===== config.mk =====
export PLATFORM = sky130hd
export DESIGN_NAME = div_ctrl
export DESIGN_NICKNAME = d
export VERILOG_FILES = /design/src/rtl/div_ctrl.sv
export SDC_FILE = /design/constraint.sdc
export NUM_CORES = 1
export LEC_CHECK = 0
export CAP_MARGIN = 0
export CORE_MARGIN = 2
export CORE_UTILIZATION = 39
export CTS_CLUSTER_SIZE = 8
export DETAILED_ROUTE_END_ITERATION = 10
export GPL_TIMING_DRIVEN = 0
export PLACE_DENSITY = 0.83
export SLEW_MARGIN = 30
export SYNTH_ARGS = -nofsm -noshare
export SYNTH_HDL_FRONTEND = slang
export SYNTH_SLANG_ARGS = --single-unit

===== constraint.sdc =====
create_clock -name clk_i -period 2.08 [get_ports clk_i]
set_clock_uncertainty 0.2 [all_clocks]
set_input_delay 0.416 -clock clk_i [delete_from_list [all_inputs] [get_ports clk_i]]
set_output_delay 0.416 -clock clk_i [all_outputs]
set_load 0.03 [all_outputs]

===== src/rtl/div_ctrl.sv =====
// div_ctrl: sequences M-extension divides onto an external iterative divider and
// short-circuits divide-by-zero / signed overflow. Define DIV_RESULT_CACHE_EN for a one-entry result cache.
module div_ctrl #(
  parameter int DATA_W = 32
) (
  input  logic                clk_i,
  input  logic                n_rst_i,
  input  logic                req_valid_i,
  input  logic [1:0]          op_i,
  input  logic [DATA_W-1:0]   rs1_i,
  input  logic [DATA_W-1:0]   rs2_i,
  input  logic [4:0]          rd_addr_i,
  input  logic                flush_i,
  output logic                div_start_o,
  output logic                div_signed_o,
  output logic [DATA_W-1:0]   dividend_o,
  output logic [DATA_W-1:0]   divisor_o,
  output logic                div_annul_o,
  input  logic [2*DATA_W-1:0] div_result_i,
  input  logic                div_ready_i,
  output logic                stall_o,
  output logic                wb_valid_o,
  output logic [4:0]          wb_addr_o,
  output logic [DATA_W-1:0]   wb_data_o
);

  localparam logic [DATA_W-1:0] ALL_ONES = {DATA_W{1'b1}};
  localparam logic [DATA_W-1:0] INT_MIN  = {1'b1, {(DATA_W-1){1'b0}}};

  typedef enum logic [1:0] {
    IDLE = 2'b00,
    RUN  = 2'b01,
    REL  = 2'b10
  } state_e;

  state_e            state_q, state_d;
  logic              rem_sel_q, rem_sel_d;
  logic [4:0]        addr_q, addr_d;
  logic              div_signed_q, div_signed_d;
  logic [DATA_W-1:0] dividend_q, dividend_d;
  logic [DATA_W-1:0] divisor_q, divisor_d;
  logic              wb_valid_q, wb_valid_d;
  logic [4:0]        wb_addr_q, wb_addr_d;
  logic [DATA_W-1:0] wb_data_q, wb_data_d;

  logic              op_signed, op_rem, accept, short_hit;
  logic [DATA_W-1:0] sc_quo, sc_rem;
  logic              cache_hit;
  logic [DATA_W-1:0] cache_quo, cache_rem;

  function automatic logic is_sovf(input logic s, input logic [DATA_W-1:0] a,
                                   input logic [DATA_W-1:0] b);
    return s && (a == INT_MIN) && (b == ALL_ONES);
  endfunction

  function automatic logic [DATA_W-1:0] pick(input logic rem, input logic [DATA_W-1:0] q,
                                             input logic [DATA_W-1:0] r);
    return rem ? r : q;
  endfunction

  assign op_signed = ~op_i[0];
  assign op_rem    = op_i[1];
  // wb_valid_q blocks accept so the instruction that just retired is not taken twice.
  assign accept    = (state_q == IDLE) & req_valid_i & ~wb_valid_q & ~flush_i;

`ifdef DIV_RESULT_CACHE_EN
  logic              cache_wr;
  logic              cache_vld_q, cache_vld_d;
  logic              cache_signed_q, cache_signed_d;
  logic [DATA_W-1:0] cache_rs1_q, cache_rs1_d;
  logic [DATA_W-1:0] cache_rs2_q, cache_rs2_d;
  logic [DATA_W-1:0] cache_quo_q, cache_quo_d;
  logic [DATA_W-1:0] cache_rem_q, cache_rem_d;

  assign cache_wr = (state_q == RUN) & div_ready_i & ~flush_i;

  always_comb begin
    cache_vld_d    = cache_vld_q;
    cache_signed_d = cache_signed_q;
    cache_rs1_d    = cache_rs1_q;
    cache_rs2_d    = cache_rs2_q;
    cache_quo_d    = cache_quo_q;
    cache_rem_d    = cache_rem_q;
    if (cache_wr) begin
      cache_vld_d    = 1'b1;
      cache_signed_d = div_signed_q;
      cache_rs1_d    = dividend_q;
      cache_rs2_d    = divisor_q;
      cache_quo_d    = div_result_i[DATA_W-1:0];
      cache_rem_d    = div_result_i[2*DATA_W-1:DATA_W];
    end
  end

  always_ff @(posedge clk_i or negedge n_rst_i) begin
    if (!n_rst_i) begin
      cache_vld_q    <= 1'b0;
      cache_signed_q <= 1'b0;
      cache_rs1_q    <= '0;
      cache_rs2_q    <= '0;
      cache_quo_q    <= '0;
      cache_rem_q    <= '0;
    end else begin
      cache_vld_q    <= cache_vld_d;
      cache_signed_q <= cache_signed_d;
      cache_rs1_q    <= cache_rs1_d;
      cache_rs2_q    <= cache_rs2_d;
      cache_quo_q    <= cache_quo_d;
      cache_rem_q    <= cache_rem_d;
    end
  end

  assign cache_hit = cache_vld_q & (cache_signed_q == op_signed) &
                     (cache_rs1_q == rs1_i) & (cache_rs2_q == rs2_i);
  assign cache_quo = cache_quo_q;
  assign cache_rem = cache_rem_q;
`else
  assign cache_hit = 1'b0;
  assign cache_quo = '0;
  assign cache_rem = '0;
`endif

  // Results that never need the divider: x/0, INT_MIN/-1 (signed), and cache hits.
  always_comb begin
    short_hit = 1'b1;
    sc_quo    = '0;
    sc_rem    = '0;
    if (rs2_i == '0) begin
      sc_quo = ALL_ONES;
      sc_rem = rs1_i;
    end else if (is_sovf(op_signed, rs1_i, rs2_i)) begin
      sc_quo = INT_MIN;
      sc_rem = '0;
    end else if (cache_hit) begin
      sc_quo = cache_quo;
      sc_rem = cache_rem;
    end else begin
      short_hit = 1'b0;
    end
  end

  always_comb begin
    state_d      = state_q;
    rem_sel_d    = rem_sel_q;
    addr_d       = addr_q;
    div_signed_d = div_signed_q;
    dividend_d   = dividend_q;
    divisor_d    = divisor_q;
    wb_valid_d   = 1'b0;
    wb_addr_d    = wb_addr_q;
    wb_data_d    = wb_data_q;
    unique case (state_q)
      IDLE: begin
        if (accept) begin
          if (short_hit) begin
            wb_valid_d = 1'b1;
            wb_addr_d  = rd_addr_i;
            wb_data_d  = pick(op_rem, sc_quo, sc_rem);
          end else begin
            state_d      = RUN;
            rem_sel_d    = op_rem;
            addr_d       = rd_addr_i;
            div_signed_d = op_signed;
            dividend_d   = rs1_i;
            divisor_d    = rs2_i;
          end
        end
      end
      RUN: begin
        // Flush wins over a same-cycle ready: the result is dropped.
        if (flush_i) begin
          state_d = REL;
        end else if (div_ready_i) begin
          state_d    = REL;
          wb_valid_d = 1'b1;
          wb_addr_d  = addr_q;
          wb_data_d  = pick(rem_sel_q, div_result_i[DATA_W-1:0],
                            div_result_i[2*DATA_W-1:DATA_W]);
        end
      end
      REL:     state_d = IDLE;
      default: state_d = IDLE;
    endcase
  end

  always_ff @(posedge clk_i or negedge n_rst_i) begin
    if (!n_rst_i) begin
      state_q      <= IDLE;
      rem_sel_q    <= 1'b0;
      addr_q       <= '0;
      div_signed_q <= 1'b0;
      dividend_q   <= '0;
      divisor_q    <= '0;
      wb_valid_q   <= 1'b0;
      wb_addr_q    <= '0;
      wb_data_q    <= '0;
    end else begin
      state_q      <= state_d;
      rem_sel_q    <= rem_sel_d;
      addr_q       <= addr_d;
      div_signed_q <= div_signed_d;
      dividend_q   <= dividend_d;
      divisor_q    <= divisor_d;
      wb_valid_q   <= wb_valid_d;
      wb_addr_q    <= wb_addr_d;
      wb_data_q    <= wb_data_d;
    end
  end

  assign div_start_o  = (state_q == RUN);
  assign div_annul_o  = flush_i & (state_q == RUN);
  assign div_signed_o = div_signed_q;
  assign dividend_o   = dividend_q;
  assign divisor_o    = divisor_q;
  assign stall_o      = req_valid_i & ~wb_valid_q;
  assign wb_valid_o   = wb_valid_q;
  assign wb_addr_o    = wb_addr_q;
  assign wb_data_o    = wb_data_q;

endmodule


==> results.cfg <==
[floorplan]
row_count = 43
core_sq_mm = 0.0140
start_util_pct = 40.3
ioPinCount = 246
dieArea_sq_mm = 0.0154
die_w_um = 124
die_h_um = 124

[synthesis]
syn_area_per_cell_sq_um = 12.8
synthCells = 439
ys_seq_area_share_pct = 49.2
synth_fp_nets = 579
yosysWarnings = 0
ys_types = 31
ys_seq_elements = 111
synth_area_sq_mm = 0.00564

[sta]
worstMarginPinSlew_ps = 693
period_share_pct = 119
finalHoldViolations = 0
final_max_slew_viol_count = 0
fmax_mhz = 403
maxSlewHeadroom_pct = 53.8
finalSetupViolations = 110
layout_setup_ws_ps = -402
fin_setup_tns_ps = -32180
rsz0062_at_grt = yes
period_minus_slack_ps = 2480

[hold_path]
min_from = rs1_i[29]
hold_class = in2reg
min_path_cells = 2
whs_endpoint = dividend_o[29]$_DFFE_PN0P_

[global_route]
antenna_found_initial = 0
top_usage_layer = met2
grt_max_degree = 63
use_met1_pct = 28.5
met3_usage_pct = 6.19
use_met2_pct = 39.8
track_usage_pct = 23.1
grt_pass1_wl_um = 28300
first_global_vias = 5074
grt_overflow = 0

[setup_path]
crit_buf_inv = 4
cp_max_fo = 6
crit_family = simple AND/OR/NAND/NOR gates
crit_path_start_kind = input pin
crit_chain = clkdlybuf4s15_1, and4b_1, nand4_1, or4_4, nor3_4, a21bo_2, buf_8, buf_12, buf_12, mux2_4
end_kind = flop
worst_r2r_path_depth = 5
crit_slowest_cell = or4_4
worst_path_largest_cell_delay_ps = 540
r2r_start = rem_sel_q$_DFFE_PN0P_
arrival_ps = 2520
path_class = in2reg
cp.required_ps = 2110
ff2ff_setup_slack_ps = -230
cpMostUsedCell = buf_12
r2r_end = wb_data_o[11]$_DFFE_PN0P_

[clock_network]
clock_latency_ps = 350
cts_tree = built
cts.htree.levels = 3
cts_sinks = 111
cts-root-buf = clkbuf_16
clk_path_buf_depth = 2
clkTransAtPathRegs_ps = 70
numCtsBuffers = 9

[cells_and_area]
n_antenna_cell = 0
drive_gt1_share_pct = 27.9
design_area_sq_mm = 0.00920
fillers = 1068
layout_commonest_cell = clkdlybuf4s50_1
area_delta_synth_final_pct = 63.0
final_cell_mix = clkdlybuf4s50_1, dfrtp_1, mux2_4
fin_util_pct = 65.7
nNetsFinal = 849

[power]
leakage_nw = 4.11
p_per_area_mw_per_mm2 = 964
ir_drop_uv = 721

[place]
gp_congestion = 0.768
dp_hpwl_um = 13600
io_buffers = 245
dpl_cell_area_sq_mm = 0.00841

[routing]
avgRoutedWirePerCell_um = 20.5
via_per_inst = 5.22
firstDrtPassIters = 4
vias = 4669
drc_errors = 0
route.antenna.remaining_nets = 0
drtIter0Drc = 179
wl_um = 18300

[outcome]
status = finished, violations left
violations = setup timing

[flow_run]
cap_violations = 0
## how the worst max path moves through the flow
stage,from,endpoint,slack (ps),depth (start not counted)
2_1_floorplan,rs1_i[10],wb_addr_o[1]$_DFFE_PN0P_,-390,8
3_3_place_gp,n_rst_i,dividend_o[10]$_DFFE_PN0P_,-3690,1
3_5_place_dp,rs1_i[2],wb_data_o[19]$_DFFE_PN0P_,-1380,9
4_1_cts,rs1_i[30],wb_data_o[2]$_DFFE_PN0P_,-480,10
5_1_grt,rs1_i[17],wb_data_o[5]$_DFFE_PN0P_,-490,9
6_report,rs2_i[23],wb_data_o[2]$_DFFE_PN0P_,-400,10
## area by class of cell
class	count	area, sq um	area share [%]
sequential	111	2780	30.2
multi-input combinational	296	2940	31.9
timing repair buffer	260	2640	28.7
clock inverter	6	91.3	0.993
clock buffer	10	239	2.60
buffer	29	278	3.02
inverter	2	15.0	0.163
tap	180	225	2.45
## metal layers
layer	vias up	routed length, um
met5	-	0
met3	28	1150
met1	2348	7510
met2	180	9300
met4	0	372
li1	2113	-
## metrics by stage
stage	setup WS [ps]	total power, mW	hold WS (ps)	cells
global placement	-3690	6.72	268	864
floorplan	-388	5.11	-79.6	439
finish	-402	8.87	117	894
global route	-485	9.22	98.8	894
CTS	-476	8.88	108	891
detailed placement	-1380	6.81	192	865
## report_power, final
| part | switching [mW] | total (mW) | internal [mW] |
|---|---|---|---|
| Combinational | 1.94 | 3.92 | 1.99 |
| Clock | 0.810 | 1.91 | 1.10 |
| Sequential | 0.341 | 3.04 | 2.70 |
## Yosys cell counts
library cell / number / share of area [%]
buf_6: 11 / 2.2
mux2_1: 27 / 5.4
clkinv_1: 1 / 0.066
a21bo_2: 1 / 0.18
nor2_1: 3 / 0.20
and2_1: 1 / 0.11
o21ai_0: 31 / 2.8
clkbuf_1: 17 / 1.1
a21oi_1: 3 / 0.27
nor2b_1: 1 / 0.11
dfrtp_1: 111 / 49
nand4b_1: 1 / 0.16
buf_1: 1 / 0.066
mux2i_1: 33 / 5.9
nor3_1: 1 / 0.089
mux2_4: 68 / 18
nand3_1: 32 / 2.8
mux2_2: 12 / 2.4
or4_1: 1 / 0.13
buf_2: 1 / 0.089
nor3_2: 1 / 0.18
nand2_1: 17 / 1.1
and4b_1: 1 / 0.18
nor3b_1: 2 / 0.27
inv_1: 1 / 0.066
nor4b_1: 2 / 0.31
nand4_1: 9 / 1.0
a21o_1: 1 / 0.13
nor4_1: 15 / 1.7
nand2b_1: 32 / 3.5
and4_1: 1 / 0.16
## cell families after synthesis
| family | Yosys count | share of synthesized area, % |
|---|---|---|
| DFF | 111 | 49.2 |
| muxes | 140 | 31.7 |
| AOI/OAI and AO/OA | 36 | 3.33 |
| buffers and inverters | 32 | 3.62 |
| and+or+nand+nor | 120 | 12.1 |
## repair_timing
action / 4_1_cts / 5_1_grt
buffers inserted: 8 / 2
pin swaps: 12 / 15
gates cloned: 2 / 1
gates resized for setup: 167 / 46
hold endpoints to repair: 49 / 0
hold buffers: 1 / 0
setup endpoints to repair: 113 / 115
## worst register-to-register path, stage by stage (launching register included)
cell and delay (ps):
dfrtp_1 320, clkbuf_1 410, clkbuf_1 600, mux2i_1 290, o21ai_0 110, mux2_2 280
## state kept, by name (all words and copies together) (netlist names)
name	count
dividend_o	32
div_signed_o	1
rem_sel_q	1
state_q	2
wb_addr_o	5
wb_data_o	32
wb_valid_o	1
divisor_o	32
addr_q	5
Power figures use the tool's default switching activity.
